### src/rtl/fifo_ptr_ctrl.sv
// Synchronous FIFO pointer/status controller for a dual-port RAM of depth 2**ADDR_W.
// Optional: define GRAY_PTR_EN to add registered Gray-coded copies of both pointers.
module fifo_ptr_ctrl #(
  parameter int ADDR_W   = 4,
  parameter int AF_LEVEL = 14,
  parameter int AE_LEVEL = 2
) (
  input  logic              clk,
  input  logic              rst_n,
  input  logic              clr,
  input  logic              wr_en,
  input  logic              rd_en,
  output logic [ADDR_W-1:0] waddr,
  output logic [ADDR_W-1:0] raddr,
  output logic              wr_ack,
  output logic              rd_ack,
  output logic              full,
  output logic              empty,
  output logic              almost_full,
  output logic              almost_empty,
  output logic [ADDR_W:0]   count,
  output logic              overflow,
  output logic              underflow
`ifdef GRAY_PTR_EN
  ,
  output logic [ADDR_W:0]   wptr_gray,
  output logic [ADDR_W:0]   rptr_gray
`endif
);

  localparam int DEPTH = 1 << ADDR_W;
  localparam int PTR_W = ADDR_W + 1;
  localparam logic [PTR_W-1:0] AF_CNT = PTR_W'(AF_LEVEL);
  localparam logic [PTR_W-1:0] AE_CNT = PTR_W'(AE_LEVEL);

  generate
    if (ADDR_W < 2) begin : g_bad_addr_w
      $error("fifo_ptr_ctrl: ADDR_W must be at least 2");
    end
    if (AF_LEVEL < 1 || AF_LEVEL > DEPTH) begin : g_bad_af_level
      $error("fifo_ptr_ctrl: AF_LEVEL must lie in 1..DEPTH");
    end
    if (AE_LEVEL < 0 || AE_LEVEL > DEPTH - 1) begin : g_bad_ae_level
      $error("fifo_ptr_ctrl: AE_LEVEL must lie in 0..DEPTH-1");
    end
  endgenerate

  logic [PTR_W-1:0] wptr_reg, wptr_next;
  logic [PTR_W-1:0] rptr_reg, rptr_next;
  logic             overflow_reg, overflow_next;
  logic             underflow_reg, underflow_next;

  // The extra wrap bit distinguishes full (MSBs differ) from empty (identical).
  assign full         = (wptr_reg[ADDR_W] != rptr_reg[ADDR_W]) &&
                        (wptr_reg[ADDR_W-1:0] == rptr_reg[ADDR_W-1:0]);
  assign empty        = (wptr_reg == rptr_reg);
  assign count        = wptr_reg - rptr_reg;
  assign almost_full  = (count >= AF_CNT);
  assign almost_empty = (count <= AE_CNT);
  assign waddr        = wptr_reg[ADDR_W-1:0];
  assign raddr        = rptr_reg[ADDR_W-1:0];
  assign overflow     = overflow_reg;
  assign underflow    = underflow_reg;

  always_comb begin
    wr_ack         = wr_en & ~full & ~clr;
    rd_ack         = rd_en & ~empty & ~clr;
    wptr_next      = wptr_reg;
    rptr_next      = rptr_reg;
    overflow_next  = overflow_reg;
    underflow_next = underflow_reg;
    if (clr) begin
      wptr_next      = '0;
      rptr_next      = '0;
      overflow_next  = 1'b0;
      underflow_next = 1'b0;
    end else begin
      if (wr_ack) wptr_next = wptr_reg + PTR_W'(1);
      if (rd_ack) rptr_next = rptr_reg + PTR_W'(1);
      overflow_next  = overflow_reg | (wr_en & full);
      underflow_next = underflow_reg | (rd_en & empty);
    end
  end

  always_ff @(posedge clk) begin
    if (!rst_n) begin
      wptr_reg      <= '0;
      rptr_reg      <= '0;
      overflow_reg  <= 1'b0;
      underflow_reg <= 1'b0;
    end else begin
      wptr_reg      <= wptr_next;
      rptr_reg      <= rptr_next;
      overflow_reg  <= overflow_next;
      underflow_reg <= underflow_next;
    end
  end

`ifdef GRAY_PTR_EN
  // Gray is encoded from the next-state pointer so it lines up with the binary register.
  logic [PTR_W-1:0] wgray_next, rgray_next;
  logic [PTR_W-1:0] wptr_gray_reg, rptr_gray_reg;

  genvar gi;
  generate
    for (gi = 0; gi < PTR_W - 1; gi++) begin : g_gray
      assign wgray_next[gi] = wptr_next[gi] ^ wptr_next[gi+1];
      assign rgray_next[gi] = rptr_next[gi] ^ rptr_next[gi+1];
    end
  endgenerate
  assign wgray_next[PTR_W-1] = wptr_next[PTR_W-1];
  assign rgray_next[PTR_W-1] = rptr_next[PTR_W-1];

  always_ff @(posedge clk) begin
    if (!rst_n) begin
      wptr_gray_reg <= '0;
      rptr_gray_reg <= '0;
    end else begin
      wptr_gray_reg <= wgray_next;
      rptr_gray_reg <= rgray_next;
    end
  end

  assign wptr_gray = wptr_gray_reg;
  assign rptr_gray = rptr_gray_reg;
`endif

endmodule

### config.mk
export PLATFORM = sky130hd
export DESIGN_NAME = fifo_ptr_ctrl
export DESIGN_NICKNAME = d
export VERILOG_FILES = /design/src/rtl/fifo_ptr_ctrl.sv
export SDC_FILE = /design/constraint.sdc
export NUM_CORES = 1
export LEC_CHECK = 0
export BUFFER_PORTS_ARGS = -buffer_cell sky130_fd_sc_hd__buf_2
export CORE_MARGIN = 2
export CORE_UTILIZATION = 40
export DETAILED_ROUTE_END_ITERATION = 10
export PLACE_DENSITY_LB_ADDON = 0.08
export SKIP_CTS_REPAIR_TIMING = 1
export SLEW_MARGIN = 20
export SYNTH_ARGS = -nofsm -noshare
export SYNTH_HDL_FRONTEND = slang
export SYNTH_SLANG_ARGS = --single-unit
### constraint.sdc
create_clock -name clk -period 2.75 [get_ports clk]
set_clock_uncertainty 0.1 [all_clocks]
set_input_delay 0.1375 -clock clk [delete_from_list [all_inputs] [get_ports clk]]
set_output_delay 0.1375 -clock clk [all_outputs]
set_load 0.005 [all_outputs]
Yosys cells after proc, flatten, opt, wreduce, memory -nomap -nowiden
Index checks and enable logic that the tools add are counted.
{"block": "classes", "add_sub_neg": 3, "magnitude_cmp": 2, "n_eq_ne": 3, "bitwise_logic": 12, "reduce_logical": 2}
{"op": "$add A5 B1 Y5 const B", "n": 2}
{"op": "$and A1 B1 Y1", "n": 6}
{"op": "$eq A5 B5 Y1", "n": 1}
{"op": "$ge A5 B4 Y1 const B", "n": 1}
{"op": "$le A5 B2 Y1 const B", "n": 1}
{"op": "$sub A5 B5 Y5", "n": 1}
{"op": "$eq A4 B4 Y1", "n": 1}
{"op": "$not A1 Y1", "n": 4}
{"op": "$or A1 B1 Y1", "n": 2}
{"op": "$reduce_or A2 Y1", "n": 1}
{"op": "$logic_and A1 B1 Y1", "n": 1}
{"op": "$ne A1 B1 Y1", "n": 1}
{"block": "word_totals", "ff_bits": 12, "input_bits": 5, "out_inout_bits": 21, "word_cells": 26}

Longest topological paths before layout
Gate-level depths: netlist of run 1.
{"block": "logic_depth", "depth_word": 5, "depth_mapped": 8, "ltp_nobuf": 8}

Least setup slack after synthesis of run 1
Ideal clock, no wire load.
{"block": "synth_path", "path_type": "reg-to-output", "start": "reg rptr_reg[0]", "end": "out almost_empty", "t_arrival_ns": 1.765, "required_time_ns": 2.513, "slack_ns": 0.747, "path_stages_with_launch": 8, "path_buffers": 0, "path_cell_list": "dfxtp_1 -> ha_1 -> inv_1 -> fa_1 -> a21o_1 -> a21oi_1 -> xnor2_1 -> a2111oi_2"}
{"block": "synth_between", "elab_chain_cells": 2}
{"item": "from (decl)", "line": "49", "text": "logic [PTR_W-1:0] rptr_reg, rptr_next;"}
{"item": "from (signal assigned)", "line": "93", "text": "rptr_reg <= rptr_next;"}
{"item": "$sub A5 B5 Y5", "line": "57", "text": "assign count = wptr_reg - rptr_reg;"}
{"item": "named net count[4]", "line": "21", "text": "output logic [ADDR_W:0] count,"}
{"item": "$le A5 B2 Y1", "line": "59", "text": "assign almost_empty = (count <= AE_CNT);"}
{"item": "to (decl)", "line": "20", "text": "output logic almost_empty,"}
The timed path passes the listed nets, and every way through them passes these cells.

Worst setup path after layout of run 1
{"block": "layout_path", "start": "reg rptr_reg[0]", "end": "out almost_empty"}
{"block": "layout_between", "elab_chain_cells": 2}
{"item": "$sub A5 B5 Y5", "line": "57"}
{"item": "$le A5 B2 Y1", "line": "59"}
Every way passes these cells.

==> run summary, run 1 <==
initial core utilization -> 0.435
post-detail-place hpwl -> 1240 µm
GRT overflow -> 0
crit path kind -> reg -> out
Worst Hold Path Cells -> 3
TritonCTS clock tree -> yes
CTS buffer count -> 3
Layout Nets -> 120
area grow syn2layout -> 16.8%
Seq/Total Area, Yosys -> 0.313
crit path DAT -> 2270 ps
initial antenna violation count -> 0
pwr/cell area -> 402 nW/µm²
Final min period -> 2510 ps
Die Span Y -> 47.8 µm
maximum capacitance violations -> 0
ant diodes -> 0
Reg2Reg Depth -> 6
Total Wirelength -> 1510 µm
Synth Area per Inst -> 8.82 µm²
IR drop worst, VDD -> 0.000276 V
commonest non-fill, non-tap cells in the layout -> buf_2 (25), nor2_1 (15), dfxtp_1 (12), xor2_1 (7)
Starting DRT DRC Count -> 3
Tcrit/Tclk final -> 0.913
pin count of the biggest net entering global routing -> 13
Peak Freq -> 398 MHz
Inst Count DP -> 128
drt wl/cell -> 11.5 µm
pre-CTS WS -> 507 ps
die width -> 47.8 µm
startpoint type of the worst setup path -> flop
clock root buffer -> clkbuf_4
H-Tree Depth -> 1
Hold WC Path Type -> in -> reg
Distinct cells, synth -> 24
Synth Cell Area -> 767 µm²
Port Buffer Count -> 25
post-route setup slack -> 238 ps
fin cells -> 132
unrepaired setup endpoints after global routing -> false
# setup viols final -> 0
DRC Markers -> 0
# clock sinks -> 12
design area -> 896 µm²
Ports -> 26
Max Slew Vio Count -> 0
Clk Latency, worst-skew pair -> 270 ps
share of the synthesized area in the top cell type -> 0.313
first-pass GRT wire length -> 2440 µm
#FFs+latches synth -> 12
actual slew at the worst max-slew pin -> 539 ps
placed cell area -> 860 µm²
GRT Total Usage -> 0.154
largest buffer count on any clock path -> 2
final hold viol count -> 0
top cells by area, synth -> dfxtp_1 (31%), ha_1 (9.8%), xor2_1 (8.0%), buf_4 (7.8%), nor2_1 (7.3%)
core area -> 1760 µm²
First-pass DRT Iterations -> 4
status -> complete, no violations
commonest non-fill, non-tap cell in the layout -> buf_2
syn_nets -> 99
Total Die Area -> 2280 µm²
vias per std cell -> 4.85
CP Max Fanout -> 5
largest area contributor in the netlist -> dfxtp_1
TNS Setup -> 0 ps
CP endpoint kind -> output port
final core utilization -> 0.508
Pleak -> 0.439 nW
synth warn -> 0
Clock Pin Slew Worst Setup and Hold Paths -> 80 ps
vias in the first global route -> 557
FP Rows -> 15
RePlAce Congestion -> 0.749
Syn Inst Count -> 87
share of cells above drive strength 1 -> 0.299
Post-DRT Antenna Nets -> 0
Hold Slack -> 44.1 ps
Slew HR -> 0.638
total power -> 0.360 mW
via count -> 640
CP required -> 2510 ps
cells in the mapped netlist:
master and instances:
o211ai_1 2, ha_1 6, xor2_1 7, dfxtp_1 12, xnor2_1 5, a31oi_1 1
nor2_1 15, nand4_1 1, nand3_1 1, o21ai_0 4, clkbuf_1 1, a31o_2 1
and4_1 3, fa_1 1, a21o_1 2, o21ai_2 1, mux2i_1 2, inv_1 6
buf_4 8, a21oi_1 4, a2111oi_2 1, or3_1 1, o21ai_1 1, nand2b_1 1
worst max-delay path, cell delays in order (launching register included):
cell,delay (ps)
dfxtp_1,420
ha_1,170
inv_1,60
fa_1,410
a21o_1,190
a21oi_1,160
xnor2_1,130
a2111oi_2,290
buf_2,170
kinds of logic after synthesis:
logic type / count (synthesis) / synth area share
and+or+nand+nor: 22 / 0.139
AOI/OAI and AO/OA: 17 / 0.148
buffers and inverters: 15 / 0.113
xor gates and xnor gates: 12 / 0.137
DFF: 12 / 0.313
adders and majority gates: 7 / 0.124
muxes: 2 / 0.0261
cell type report:
| type | count | area (µm²) |
|---|---|---|
| clock buffers | 4 | 36.3 |
| fillers | 205 | 868 |
| inverters | 6 | 22.5 |
| multi-input cells | 60 | 440 |
| flip-flops and latches | 12 | 240 |
| well taps | 25 | 31.3 |
| repair buffers | 25 | 125 |
layer usage:
metal / part of all wire / GRT usage
met5: 0 / 0
met4: 0.0099 / 0.0811
met3: 0.046 / 0.0264
met2: 0.46 / 0.253
met1: 0.48 / 0.192
where the power goes:
part	leakage (nW)	internal [mW]	switching, mW
clock network	0.0210	0.0804	0.0598
registers	0.0970	0.176	0.00227
logic	0.321	0.0187	0.0234
worst paths after layout:
check / start / end / slack, ps
worst max-delay path: rptr_reg[0] / almost_empty / 240
worst max register to register: rptr_reg[2] / wptr_reg[1] / 700
worst min-delay path: rd_en / underflow / 40
worst min register to register: overflow / overflow / 370
(Power assumes the default switching activity.)
==> run 2, diff against run 1 <==
--- a/config.mk
+++ b/config.mk
@@ -7,10 +7,12 @@
 export LEC_CHECK = 0
 export BUFFER_PORTS_ARGS = -buffer_cell sky130_fd_sc_hd__buf_2
 export CORE_MARGIN = 2
-export CORE_UTILIZATION = 40
+export CORE_UTILIZATION = 37
 export DETAILED_ROUTE_END_ITERATION = 10
 export PLACE_DENSITY_LB_ADDON = 0.08
+export RECOVER_POWER = 50
 export SKIP_CTS_REPAIR_TIMING = 1
+export SKIP_LAST_GASP = 1
 export SLEW_MARGIN = 20
 export SYNTH_ARGS = -nofsm -noshare
 export SYNTH_HDL_FRONTEND = slang
==> run 2 against run 1 <==
Critical path depth unchanged. Maximum frequency about the same. Clock-buffer cell count unchanged. Largest power group unchanged. First-iteration DRC count rose to 3.7 times the previous value. Critical endpoint unchanged. Sequential cell count unchanged. Design area down 0.14%. Critical path type unchanged. Routed wire length up 6.7%.
==> run summary, run 2 (same netlist as run 1, synthesis figures left out) <==
post-detail-place hpwl -> 1250 µm
pin count of the biggest net entering global routing -> 13
TritonCTS clock tree -> yes
Total Wirelength -> 1610 µm
IR drop worst, VDD -> 0.000271 V
RePlAce Congestion -> 0.787
FP Rows -> 16
Hold WC Path Type -> in -> reg
startpoint type of the worst setup path -> flop
drt wl/cell -> 12.0 µm
r2r startpoint -> rptr_reg[2]
Slew HR -> 0.650
Worst Hold Launch -> rd_en
Worst Hold Path Cells -> 3
Clock Pin Slew Worst Setup and Hold Paths -> 80 ps
first-pass GRT wire length -> 2730 µm
status -> complete, no violations
CP required -> 2510 ps
commonest non-fill, non-tap cells in the layout -> buf_2 (22), nor2_1 (15), dfxtp_1 (12), xor2_1 (7)
First-pass DRT Iterations -> 4
Peak Freq -> 398 MHz
Worst R2R Setup Slack -> 670 ps
GRT Total Usage -> 0.148
Reg power frac -> 0.489
Switch Pwr -> 0.0888 mW
Clk Latency, worst-skew pair -> 280 ps
area of the multi-input gates -> 440 µm²
commonest non-fill, non-tap cell in the layout -> buf_2
TNS Setup -> 0 ps
# setup viols final -> 0
Total Die Area -> 2450 µm²
design area -> 895 µm²
placed cell area -> 862 µm²
Pleak -> 0.427 nW
vias per std cell -> 4.80
Final min period -> 2510 ps
unrepaired setup endpoints after global routing -> false
Fillers -> 221
# clock sinks -> 12
Int Power -> 0.275 mW
CTS buffer count -> 3
CP Max Fanout -> 5
pwr/cell area -> 407 nW/µm²
clock root buffer -> clkbuf_4
largest buffer count on any clock path -> 2
Port Buffer Count -> 25
crit path DAT -> 2270 ps
final hold viol count -> 0
vias in the first global route -> 576
CP endpoint kind -> output port
Tcrit/Tclk final -> 0.913
Starting DRT DRC Count -> 11
GRT overflow -> 0
area grow syn2layout -> 16.6%
Die Span Y -> 49.5 µm
Reg2Reg Depth -> 6
FF+latch area -> 240 µm²
core area -> 1960 µm²
H-Tree Depth -> 1
Ports -> 26
Layout Nets -> 120
WHS Endpoint -> underflow
Max Slew Vio Count -> 0
die width -> 49.5 µm
Post-DRT Antenna Nets -> 0
maximum capacitance violations -> 0
Sw Share -> 0.244
ant diodes -> 0
Clock Power Share -> 0.392
initial antenna violation count -> 0
actual slew at the worst max-slew pin -> 525 ps
crit path kind -> reg -> out
DRC Markers -> 0
Comb pwr share -> 0.118
via count -> 643
share of cells above drive strength 1 -> 0.271
initial core utilization -> 0.391
RR Endpoint -> wptr_reg[1]
==> run 2: per-layer routing <==
metal / vias to the layer above / routed length, µm / track usage
met2: 23 / 626 / 0.193
li1: 330 / - / -
met3: 5 / 120 / 0.0515
met4: 0 / 38 / 0.0833
met5: - / 0 / 0
met1: 285 / 828 / 0.208
==> run 2: worst max-delay path, stage by stage, from the launching register on <==
cell and delay [ps]:
dfxtp_1 420, ha_1 180, inv_1 60, fa_1 400, a21o_1 190, a21oi_1 160, xnor2_1 130, a2111oi_2 300
buf_2 160
==> run 2: worst max path at each step <==
stage,startpoint,end,slack [ps]
finish,rptr_reg[0],almost_empty,240
global route,wptr_reg[0],almost_empty,20
CTS,wptr_reg[0],almost_empty,210
detailed placement,wptr_reg[0],almost_empty,530
global placement,wptr_reg[0],almost_empty,600
floorplan,rptr_reg[0],almost_empty,750
==> run 2: power groups by stage <==
stage	combinational, mW	sequential (mW)	clock (mW)
2_1_floorplan	0.0271	0.182	0
3_3_place_gp	0.0437	0.182	0
3_5_place_dp	0.0436	0.182	0
4_1_cts	0.0438	0.178	0.148
5_1_grt	0.0488	0.178	0.155
6_report	0.0430	0.178	0.143
==> run 2: cell type report <==
type | instances | area share
multi-input combinational | 60 | 0.492
sequential | 12 | 0.269
timing repair buffer | 25 | 0.136
clock buffer | 4 | 0.0406
tap | 27 | 0.0378
inverter | 6 | 0.0252
==> run 2: per-stage QoR <==
stage                     worst slack (ps)  power [mW]  hold slack (ps)  cells   util
after floorplan                        747       0.209              177     87      -
after global placement                 602       0.226              322    130  0.439
after detailed placement               526       0.226              331    130  0.439
after CTS                              213       0.369             39.0    134  0.458
after global routing                  23.8       0.382             70.4    134  0.456
final                                  241       0.364             38.3    134  0.456
==> run 3, diff against run 2 <==
--- a/config.mk
+++ b/config.mk
@@ -7,9 +7,9 @@
 export LEC_CHECK = 0
 export BUFFER_PORTS_ARGS = -buffer_cell sky130_fd_sc_hd__buf_2
 export CORE_MARGIN = 2
-export CORE_UTILIZATION = 37
+export CORE_UTILIZATION = 32
 export DETAILED_ROUTE_END_ITERATION = 10
-export PLACE_DENSITY_LB_ADDON = 0.08
+export PLACE_DENSITY = 0.66
 export RECOVER_POWER = 50
 export SKIP_CTS_REPAIR_TIMING = 1
 export SKIP_LAST_GASP = 1
==> run 3 against run 2 <==
Die area grew 14%. Non-clock buffer count is the same. Clock power shrank 28%. First-iteration DRC count shrank 36%. Clock-buffer cell count shrank 1. Worst setup slack gained 12 ps. Register-to-register slack lost 40 ps. Power shrank 11%. Critical path type unchanged.
==> run summary, run 3 (same netlist as run 1, synthesis figures left out) <==
die width -> 53.0 µm
Peak Freq -> 400 MHz
CP Launch Point -> rptr_reg[0]
design area -> 877 µm²
pre-CTS WS -> 540 ps
crit path max-delay cell type -> dfxtp_1
TritonCTS clock tree -> yes
Slew HR -> 0.620
Int Power -> 0.245 mW
Inst Count DP -> 131
FP Rows -> 17
post-route setup slack -> 253 ps
final core utilization -> 0.393
Comb pwr share -> 0.132
First-pass DRT Iterations -> 4
total power -> 0.325 mW
drt wl/cell -> 11.8 µm
CTS buffer count -> 3
Switch Pwr -> 0.0797 mW
RePlAce Congestion -> 0.717
crit path DAT -> 2260 ps
Sw Share -> 0.246
Starting DRT DRC Count -> 7
post-detail-place hpwl -> 1240 µm
actual slew at the worst max-slew pin -> 566 ps
Clock Pin Slew Worst Setup and Hold Paths -> 70 ps
maximum capacitance violations -> 0
GRT overflow -> 0
TNS Setup -> 0 ps
r2r startpoint -> rptr_reg[2]
CP Max Fanout -> 5
critical path, cell by cell -> ha_1 -> inv_1 -> fa_1 -> a21o_1 -> a21oi_1 -> xnor2_1 -> a2111oi_2 -> buf_2
Die Span Y -> 53.0 µm
Total Die Area -> 2800 µm²
crit path kind -> reg -> out
Clock Power Share -> 0.319
vias per std cell -> 4.84
first-pass GRT wire length -> 2570 µm
Ports -> 26
DRC Markers -> 0
initial core utilization -> 0.343
Pleak -> 0.402 nW
fin cells -> 134
GRT Total Usage -> 0.126
CP peak stage delay -> 410 ps
# setup viols final -> 0
Hold WC Path Type -> in -> reg
CP required -> 2510 ps
CP endpoint kind -> output port
Layout Nets -> 120
commonest non-fill, non-tap cells in the layout -> buf_2 (18), nor2_1 (15), dfxtp_1 (12), xor2_1 (7), clkbuf_1 (7)
Tcrit/Tclk final -> 0.908
Clk Latency, worst-skew pair -> 270 ps
placed cell area -> 863 µm²
pin count of the biggest net entering global routing -> 13
ant diodes -> 0
Reg power frac -> 0.549
initial antenna violation count -> 0
largest buffer count on any clock path -> 2
Final min period -> 2500 ps
clock root buffer -> clkbuf_4
area grow syn2layout -> 14.4%
Max Slew Vio Count -> 0
Worst Hold Launch -> rd_en
Hold Slack -> 58.0 ps
core area -> 2230 µm²
pwr/cell area -> 370 nW/µm²
Port Buffer Count -> 25
final hold viol count -> 0
Post-DRT Antenna Nets -> 0
unrepaired setup endpoints after global routing -> false
via count -> 648
vias in the first global route -> 600
startpoint type of the worst setup path -> flop
status -> complete, no violations
IR drop worst, VDD -> 0.000180 V
# clock sinks -> 12
share of cells above drive strength 1 -> 0.226
commonest non-fill, non-tap cell in the layout -> buf_2
H-Tree Depth -> 1
Total Wirelength -> 1580 µm
## run 3: cell count changes in the layout (fill, tap and decap cells not counted)
cell / delta
buf_2: -4
clkbuf_1: +4
clkbuf_8: -1
## run 3: path summary, 6_finish.rpt
| path | endpoint | slack (ps) | cells past startpoint |
|---|---|---|---|
| worst max-delay path | almost_empty | 250 | 8 |
| worst min-delay path | underflow | 60 | 3 |
| worst max register to register | wptr_reg[1] | 630 | 6 |
| worst min register to register | overflow | 370 | 2 |
## run 3: area by class of cell
type | instances | area, µm²
clock buffers | 3 | 22.5
fillers | 239 | 1360
inverters | 6 | 22.5
multi-input cells | 60 | 440
flip-flops and latches | 12 | 240
well taps | 28 | 35.0
repair buffers | 25 | 116
## run 3: critical path, delay by kind of cell (launching register included)
family | cells | cell delay (ps)
flops | 1 | 410
fa+ha+maj | 2 | 570
buf+inv | 2 | 230
compound gates | 3 | 650
xor+xnor | 1 | 120
## run 3: power by group through the flow
stage                     combinational, mW  clock (mW)  sequential [mW]
after floorplan                      0.0271           0            0.182
after global placement               0.0427           0            0.182
after detailed placement             0.0433           0            0.182
after CTS                            0.0435       0.110            0.178
after global routing                 0.0480       0.115            0.179
final                                0.0428       0.103            0.178
## run 3: routing by layer
layer	GRT usage	up-vias	part of all wire
li1	-	329	-
met1	0.154	291	0.48
met2	0.204	24	0.44
met3	0.0226	4	0.067
met4	0.0769	0	0.015
met5	0	-	0
